### src/rtl/strobe_uart_pkg.sv
// Shared types and line levels for the strobe-paced UART transmitter.
// STROBE_UART_TX_PARITY_EN adds the even-parity symbol to the frame.
package strobe_uart_pkg;

`ifdef STROBE_UART_TX_PARITY_EN
  typedef enum logic [2:0] {
    IDLE, ARMED, START, DATA, PARITY, STOP
  } state_e;
`else
  typedef enum logic [2:0] {
    IDLE, ARMED, START, DATA, STOP
  } state_e;
`endif

  localparam logic IDLE_LVL  = 1'b1;
  localparam logic START_LVL = 1'b0;

endpackage

### src/rtl/strobe_uart_tx_shifter.sv
// Payload shift register: load, shift right on enable, LSB first.
// STROBE_UART_TX_PARITY_EN keeps the even parity of the loaded word.
module uart_tx_shifter #(
  parameter int W = 8
) (
  input  logic         clk,
  input  logic         rst_l,
  input  logic         load_i,
  input  logic         shift_i,
  input  logic [W-1:0] data_i,
`ifdef STROBE_UART_TX_PARITY_EN
  output logic         par_o,
`endif
  output logic         lsb_o,
  output logic         nxt_o
);

  logic [W-1:0] sh_q, sh_d;

  // next shift contents: load wins over shift
  always_comb begin
    sh_d = sh_q;
    if (load_i)
      sh_d = data_i;
    else if (shift_i)
      sh_d = {1'b0, sh_q[W-1:1]};
  end

  // shift register storage
  always_ff @(posedge clk or negedge rst_l) begin
    if (!rst_l)
      sh_q <= '0;
    else
      sh_q <= sh_d;
  end

  assign lsb_o = sh_q[0];
  assign nxt_o = sh_q[1];

`ifdef STROBE_UART_TX_PARITY_EN
  logic par_q;

  // parity captured at load, before bits shift out
  always_ff @(posedge clk or negedge rst_l) begin
    if (!rst_l)
      par_q <= 1'b0;
    else if (load_i)
      par_q <= ^data_i;
  end

  assign par_o = par_q;
`endif

endmodule

### src/rtl/strobe_uart_tx.sv
// UART transmitter paced by an external bit-rate strobe.
// STROBE_UART_TX_PARITY_EN adds an even-parity symbol after the data.
module strobe_uart_tx
  import strobe_uart_pkg::*;
#(
  parameter int DATA_WIDTH = 8,
  parameter int STOP_BITS  = 1
) (
  input  logic                  clk,
  input  logic                  rst_l,
  input  logic                  strobe,
  input  logic [DATA_WIDTH-1:0] in_data,
  input  logic                  in_valid,
  output logic                  in_ready,
  output logic                  tx_out,
  output logic                  busy,
  output logic                  frame_done
);

  localparam int CW = $clog2(DATA_WIDTH);
  localparam logic [CW-1:0] LAST = CW'(DATA_WIDTH - 1);
  localparam logic SLAST = 1'(STOP_BITS - 1);

  state_e        state_q, state_d;
  logic [CW-1:0] cnt_q, cnt_d;
  logic          stop_q, stop_d;
  logic          tx_q, tx_d;
  logic          load, shift, lsb, nxt;
`ifdef STROBE_UART_TX_PARITY_EN
  logic          par;
`endif

  uart_tx_shifter #(.W(DATA_WIDTH)) u_shift (
    .clk    (clk),
    .rst_l  (rst_l),
    .load_i (load),
    .shift_i(shift),
    .data_i (in_data),
`ifdef STROBE_UART_TX_PARITY_EN
    .par_o  (par),
`endif
    .lsb_o  (lsb),
    .nxt_o  (nxt)
  );

  // state, counters and registered line level
  always_ff @(posedge clk or negedge rst_l) begin
    if (!rst_l) begin
      state_q <= IDLE;
      cnt_q   <= '0;
      stop_q  <= 1'b0;
      tx_q    <= IDLE_LVL;
    end else begin
      state_q <= state_d;
      cnt_q   <= cnt_d;
      stop_q  <= stop_d;
      tx_q    <= tx_d;
    end
  end

  // next state: every move past ARMED waits for a strobe
  always_comb begin
    state_d = state_q;
    cnt_d   = cnt_q;
    stop_d  = stop_q;
    tx_d    = tx_q;
    load    = 1'b0;
    shift   = 1'b0;
    unique case (state_q)
      IDLE: begin
        if (in_valid) begin
          load    = 1'b1;
          state_d = ARMED;
        end
      end
      ARMED: begin
        if (strobe) begin
          tx_d    = START_LVL;
          state_d = START;
        end
      end
      START: begin
        if (strobe) begin
          tx_d    = lsb;
          cnt_d   = '0;
          state_d = DATA;
        end
      end
      DATA: begin
        if (strobe) begin
          if (cnt_q == LAST) begin
`ifdef STROBE_UART_TX_PARITY_EN
            tx_d    = par;
            state_d = PARITY;
`else
            tx_d    = IDLE_LVL;
            stop_d  = 1'b0;
            state_d = STOP;
`endif
          end else begin
            shift = 1'b1;
            tx_d  = nxt;
            cnt_d = cnt_q + 1'b1;
          end
        end
      end
`ifdef STROBE_UART_TX_PARITY_EN
      PARITY: begin
        if (strobe) begin
          tx_d    = IDLE_LVL;
          stop_d  = 1'b0;
          state_d = STOP;
        end
      end
`endif
      STOP: begin
        if (strobe) begin
          if (stop_q == SLAST) begin
            stop_d  = 1'b0;
            cnt_d   = '0;
            state_d = IDLE;
          end else begin
            stop_d = stop_q + 1'b1;
          end
        end
      end
      default: state_d = IDLE;
    endcase
  end

  // status outputs decoded from state
  always_comb begin
    in_ready   = (state_q == IDLE);
    busy       = (state_q != IDLE);
    frame_done = (state_q == STOP) && strobe
                 && (stop_q == SLAST);
  end

  assign tx_out = tx_q;

endmodule

### config.mk
export PLATFORM = sky130hd
export DESIGN_NAME = strobe_uart_tx
export DESIGN_NICKNAME = d
export VERILOG_FILES = /design/src/rtl/strobe_uart_pkg.sv /design/src/rtl/strobe_uart_tx_shifter.sv /design/src/rtl/strobe_uart_tx.sv
export SDC_FILE = /design/constraint.sdc
export NUM_CORES = 1
export LEC_CHECK = 0
export BUFFER_PORTS_ARGS = -buffer_cell sky130_fd_sc_hd__buf_4
export CAP_MARGIN = 20
export CORE_UTILIZATION = 52
export CTS_CLUSTER_DIAMETER = 30
export DETAILED_ROUTE_END_ITERATION = 7
export HOLD_SLACK_MARGIN = 0.15
export MAX_ROUTING_LAYER = met4
export PLACE_DENSITY = 0.85
export SLEW_MARGIN = 5
export SYNTH_ARGS = -nofsm -noshare
export SYNTH_HDL_FRONTEND = slang
export SYNTH_SLANG_ARGS = --single-unit
### constraint.sdc
create_clock -name clk -period 2.2 [get_ports clk]
set_input_delay 0.66 -clock clk [delete_from_list [all_inputs] [get_ports clk]]
set_output_delay 0.66 -clock clk [all_outputs]
set_load 0.005 [all_outputs]
After elaboration in Yosys (flattened, before gate mapping)

Cells that the tools add are included.

Flip-flop bits (word level): 16
Bits in latches: 0
RAM bits: 0
Bits in read-only memories: 0
Input bits: 12
Output and inout bits: 4
Logic and storage cells: 62
Memories kept: 0

Add/subtract/negate cells: 2
$mul: 0
Div/mod/pow operators: 0
Order comparisons: 0
Eq/ne operators: 13
Shift operators: 0
Mux-type cells: 29
Bitwise gates (word level): 1
Reductions and logical operators: 12

Operators with widths:

| operator                                      | number |
|---|---|
| two-way mux 3 bit                             | 10 |
| two-way mux 8 bit                             | 2 |
| != test 2 bit, second input constant          | 8 |
| case mux 3 bit (5 select lines)               | 1 |
| two-way mux 1 bit                             | 13 |
| case mux 3 bit (3 select lines)               | 1 |
| nonzero test 3 bit                            | 3 |
| AND reduction 4 bit                           | 2 |
| AND reduction 7 bit                           | 1 |
| == test 3 x 2 -> 1 bit, second input constant | 2 |
| == test 3 bit, second input constant          | 2 |
| AND reduction 6 bit                           | 1 |
| nonzero test 2 bit                            | 2 |
| adder 3 x 1 -> 3 bit, second input constant   | 1 |
| == test 3 x 1 -> 1 bit, second input constant | 1 |
| zero test 3 bit                               | 1 |
| case mux 1 bit (3 select lines)               | 1 |
| logical AND 1 bit                             | 2 |
| case mux 1 bit (2 select lines)               | 1 |
| adder 1 bit, second input constant            | 1 |
| NOT 1 bit                                     | 1 |

Longest topological paths before layout

Gate-level depths: netlist of run 1.

Depth after elaboration: 6
Mapped depth: 7

Cells and area by module

A second synthesis of run 1 with hierarchy kept.

Cell total of the unflattened synthesis: 80
Area, all modules: 873.3 um2

By module, submodules not included:

| module          | instances | cells each | area an instance (um2) | seq. area each (um2) |
|---|---|---|---|---|
| strobe_uart_tx  | 1         | 46         | 504.2                  | 176.4 |
| uart_tx_shifter | 1         | 34         | 369.1                  | 200.2 |

Worst setup path after synthesis of run 1

No wires, ideal clock.

Path kind: input to output
From: input strobe
To: output frame_done
Data arrival time: 1.076 ns
Required time: 1.540 ns
Setup slack: 0.464 ns
Cell stages on the path: 2
Path through: clkbuf_1 and3_1

Cells in the longest elaborated chain, start to end: 2

RTL lines:

| element           | line                  | RTL |
|---|---|---|
| from (decl)       | strobe_uart_tx.sv:11  | `input logic strobe,` |
| logical AND 1 bit | strobe_uart_tx.sv:135 | `frame_done = (state_q == STOP) && strobe` |
| logical AND 1 bit | strobe_uart_tx.sv:136 | `&& (stop_q == SLAST);` |
| to (decl)         | strobe_uart_tx.sv:17  | `output logic frame_done` |

Every way passes these cells.

Worst setup path after layout of run 1

From: register state_q[0]
To: output frame_done

Cells in the longest elaborated chain, start to end: 3

RTL lines:

| element                | line                  | RTL |
|---|---|---|
| from (decl)            | strobe_uart_tx.sv:24  | `state_e state_q, state_d;` |
| from (signal assigned) | strobe_uart_tx.sv:54  | `state_q <= state_d;` |
| == test 3 bit          | strobe_uart_tx.sv:135 |  |
| logical AND 1 bit      | strobe_uart_tx.sv:135 |  |
| logical AND 1 bit      | strobe_uart_tx.sv:136 |  |

Every way passes these cells.

==> run metrics, run 1 <==
status completed; Area contributors post-synth dfrtp_1, mux2i_1, a21oi_1; placed cells 105; total track usage 18.7%; Clock Skews 2.46 ps; Mean Syn Cell Area 10.1 um^2; largest net degree at the start of global routing 16; kind of critical path flip-flop to output pin; Req. time, crit path 1540 ps; crit path capture frame_done; Core Box Area 0.00138 mm^2; count leader, synth dfrtp_1; die height 41.5 um; global-route wire length before repair 2.41 mm; die area 0.00172 mm^2; Period minus WS final 2010 ps; CTS max path bufs 2; clk sinks 15; sequential area share after synthesis 46.5%; post-synth cell types 31; top cells by count, synth dfrtp_1, nor2_1, a21oi_1; WL final 1.39 mm; Synth top area share 43.2%; filler cell count 104; Post-synth ARST share 100%; YS warnings 0; max cap viols 0; arrival time worst endpoint 1350 ps; Routed wire per std cell 12.7 um; Rel. slew slack 71.5%; Detailed Place HPWL 1.01 mm; P&R area growth vs syn 15.4%; Leakage Power 0.411 nW; non-filler cells, final 109; Hold Vio Cnt, Final 0; Max Clk Rate 497 MHz; global placer's final weighted congestion 0.733; initial DRC count 15; VDD IR max 564 uV; Period Utilization, post-route 91.4%; multi-input logic area 394 um^2; share of cells above drive strength 1 28.7%; CP startpoint state_q[0]; Post-CTS Setup Inserts 0; final setup fails 0; initial antenna violation count 0; Slew @ Worst Pin 428 ps; Clock Tree Root clkbuf_4; Starting Density 58.6%; CP Launch Type flip-flop; post_cts resized 0; H-tree depth 1; IO Port Bufs 15; #FFs+latches synth 15; number of global-route vias before repair 523; total gr overflow 0; EDFF count, synth 0; vias per cell 5.61; CTS Buf Count 3; Chip Width 41.5 um; setup TNS 0 ps; number of top-level pins 16; drt pass-1 iters 4; via count 611; remaining routing DRC violations 0; Cells after Synth 80; sequential cell area 377 um^2; synthesized area 811 um^2; CTS tree done; Pwr Density 949 mW/mm^2; CP Capture Type output pin; CTS hold repair buffers 0; R2R depth 6; Total Nets Final 109; syn_nets 94; Antenna Nets Post-Route 0; unrepaired setup endpoints after global routing no; R2R Setup Slk 450 ps; # rows 13; RR Startpoint cnt_q[0]; clk_lat worst skew 280 ps; Post-synth top flop dfrtp_1; clk slew on worst S/H paths 90 ps; Final Max Tran Viols 0; worst r2r dst u_shift.sh_q[4]; ant diodes 0; Hold Path Class primary input to asynchronous set/reset pin; post-synth top area cell dfrtp_1; crit-path max FO 13
==> critical path, stage by stage (launching register included) <==
cell and delay [ps]:
dfrtp_1 520, nor2_1 260, and3_1 190, buf_4 100
==> per-stage QoR <==
| step | hold WS (ps) | util (%) | instance area (um^2) | total power [mW] | setup slack (ps) |
|---|---|---|---|---|---|
| floorplan | 364 | - | 811 | 0.668 | 464 |
| global placement | 493 | 65.8 | 910 | 0.725 | 446 |
| detailed placement | 510 | 65.8 | 910 | 0.739 | 410 |
| CTS | 212 | 67.7 | 936 | 0.899 | 188 |
| global route | 214 | 67.7 | 936 | 0.959 | 89.8 |
| finish | 209 | 67.7 | 936 | 0.888 | 189 |
==> final cells by class <==
cell class / instances / area share, %
well taps: 15 / 2.01
inverters: 2 / 0.802
multi-input cells: 58 / 42.1
clock buffers: 4 / 2.81
flip-flops and latches: 15 / 40.2
repair buffers: 15 / 12.0
==> routing by layer <==
metal / up-vias / wire length (um) / track usage, %
met2: 19 / 616 / 23.8
met5: - / 0 / -
met3: 5 / 57 / 5.22
li1: 308 / - / -
met4: 0 / 21 / 7.74
met1: 279 / 690 / 27.7
==> power by group <==
part | internal (mW) | total, mW | switching (mW)
clock network | 0.0704 | 0.156 | 0.0856
registers | 0.375 | 0.447 | 0.0724
logic | 0.153 | 0.285 | 0.132
==> cells by family after synthesis <==
kind of cell | Yosys count | synth area share [%]
mux | 9 | 11.6
compound gates | 17 | 14.2
buf+inv | 7 | 4.94
flops | 15 | 46.5
simple gates | 30 | 19.8
fa+ha+maj | 2 | 3.09
==> state kept, by name (all words and copies together), names as in the netlist <==
register,cells
tx_out,1
cnt_q,3
u_shift.sh_q,8
state_q,3
==> worst min path at each step <==
stage | endpoint | slack (ps) | depth (start not counted)
finish | cnt_q[2] | 210 | 1
global route | u_shift.sh_q[1] | 210 | 1
CTS | cnt_q[2] | 210 | 1
detailed placement | u_shift.sh_q[7] | 510 | 2
global placement | cnt_q[1] | 490 | 1
floorplan | cnt_q[0] | 360 | 0
==> placed cells by master, fill, tap and decap left out <==
master,n
a21oi_2,2
or3b_4,1
mux2_2,3
a21oi_1,9
and2_1,1
nor3_2,1
dfrtp_1,14
nor3_1,1
and4_1,1
inv_1,2
nor2_1,11
buf_4,15
a32o_1,1
nand4b_1,1
ha_1,2
o21ai_1,1
and3_1,3
nand3_1,1
dfstp_2,1
nand2b_1,1
a22o_1,1
nand2_1,6
clkbuf_1,1
mux2i_1,6
o22ai_1,1
a31oi_1,1
or3b_1,1
clkbuf_4,3
a21oi_4,1
and2b_1,1
Power figures use the tool's default switching activity.
==> run 2: changes to the inputs <==
Settings changed: CELL_PAD_IN_SITES_DETAIL_PLACEMENT set to 2, CELL_PAD_IN_SITES_GLOBAL_PLACEMENT set to 2, CORE_MARGIN set to 2, CORE_UTILIZATION 52 to 32, PLACE_DENSITY 0.85 to 0.84.
==> run metrics, run 2 (same netlist as run 1, synthesis figures left out) <==
status completed; initial antenna violation count 0; Clock Skews 4.84 ps; die height 54.3 um; Req. time, crit path 1540 ps; dpl cell area 928 um^2; Chip Width 54.3 um; ant diodes 0; Starting Density 33.3%; filler cell count 270; Pwr Density 962 mW/mm^2; die area 0.00295 mm^2; slowest CP cell dfrtp_1; final non-filler cell area 958 um^2; IO Port Bufs 15; Period Utilization, post-route 92.6%; Total Nets Final 109; Most flops, register u_shift.sh_q; total track usage 16.6%; non-filler cells, final 124; share of cells above drive strength 1 30.9%; post-place setup slack 344 ps; PnR worst setup slack 163 ps; global placer's final weighted congestion 0.685; Clock Tree Root clkbuf_4; max cap viols 0; Slew @ Worst Pin 468 ps; drt pass-1 iters 4; VDD IR max 399 uV; Period minus WS final 2040 ps; placed cells 120; kind of critical path flip-flop to output pin; clk_lat worst skew 280 ps; total gr overflow 0; Top delay family on crit path flip-flops; number of global-route vias before repair 682; CTS Buf Count 3; CTS max path bufs 2; clk slew on worst S/H paths 100 ps; Core Box Area 0.00243 mm^2; vias per cell 5.15; crit-path max FO 13; unrepaired setup endpoints after global routing no; Max Clk Rate 491 MHz; arrival time worst endpoint 1380 ps; WHS 214 ps; remaining routing DRC violations 0; Antenna Nets Post-Route 0; global-route wire length before repair 3.28 mm; via count 638; Hold Vio Cnt, Final 0; H-tree depth 1; setup TNS 0 ps; Rel. slew slack 68.8%; commonest non-fill, non-tap cells in the layout buf_4, dfrtp_1, nor2_1, a21oi_1; most common cell after layout, fill and taps aside buf_4; CTS tree done; Max stage delay on crit path 560 ps; # rows 18; Critical path buffers and inverters 2; final setup fails 0; CP Launch Type flip-flop; CP Capture Type output pin; Final Max Tran Viols 0; WL final 1.97 mm; initial DRC count 4; Leakage Power 0.414 nW; P&R area growth vs syn 18.2%; number of top-level pins 16; largest net degree at the start of global routing 16; clk sinks 15; Routed wire per std cell 15.8 um; max FFs per register 8; crit-path cells nor3_2 > inv_1 > buf_4; Detailed Place HPWL 1.47 mm; Hold Path Class primary input to asynchronous set/reset pin; Top Registers u_shift.sh_q: 8 flops, cnt_q: 3 flops, state_q: 3 flops
-- run 2: final timing paths --
path	startpoint	end	slack, ps	cells after the start
max in group asynchronous	rst_l	tx_out	1740	1
worst min register to register	u_shift.sh_q[7]	u_shift.sh_q[7]	530	2
worst max register to register	cnt_q[0]	u_shift.sh_q[3]	370	6
worst max-delay path	state_q[0]	busy	160	3
worst min-delay path	rst_l	u_shift.sh_q[7]	210	1
min in group clk	u_shift.sh_q[7]	u_shift.sh_q[7]	530	2
-- run 2: through the flow --
step / utilization, % / total power, mW
3_3_place_gp: 38.2 / 0.734
2_1_floorplan: - / 0.668
4_1_cts: 39.3 / 0.937
6_report: 39.4 / 0.922
3_5_place_dp: 38.2 / 0.769
5_1_grt: 39.4 / 1.00
-- run 2: layout make-up --
| cell class | count | area (um^2) | area share (%) |
|---|---|---|---|
| sequential | 15 | 377 | 39.3 |
| tap | 30 | 37.5 | 3.92 |
| multi-input combinational | 58 | 397 | 41.4 |
| clock buffer | 3 | 22.5 | 2.35 |
| inverter | 2 | 7.51 | 0.783 |
| clock inverter | 1 | 5.00 | 0.522 |
| timing repair buffer | 15 | 113 | 11.7 |
-- run 2: worst reg2reg max path: cells and delay by family (launching register included) --
kind | cells | cell delay (ps)
adder cells (fa/ha/maj) | 2 | 440
AND/OR/NAND/NOR | 2 | 350
flip-flops | 1 | 400
AO/OA/AOI/OAI | 2 | 560
-- run 2: repair_timing --
| item | in CTS | in global routing |
|---|---|---|
| setup buffers | 0 | 0 |
| resized for setup | 0 | 1 |
| hold buffers | 0 | 0 |
| setup endpoints to repair | 0 | 1 |
-- run 2: per-layer routing --
| metal | GRT usage (%) | vias to the layer above | wire (um) |
|---|---|---|---|
| met1 | 20.5 | 321 | 868 |
| met5 | - | - | 0 |
| li1 | - | 307 | - |
| met4 | 8.75 | 0 | 27 |
| met2 | 26.9 | 8 | 1030 |
| met3 | 1.64 | 2 | 42 |
-- run 2: report_power, final --
part           switching [mW]  total (mW)  internal, mW
registers              0.0788       0.454         0.375
logic                   0.152       0.307         0.156
clock network          0.0931       0.161        0.0674
total                   0.324       0.922         0.598
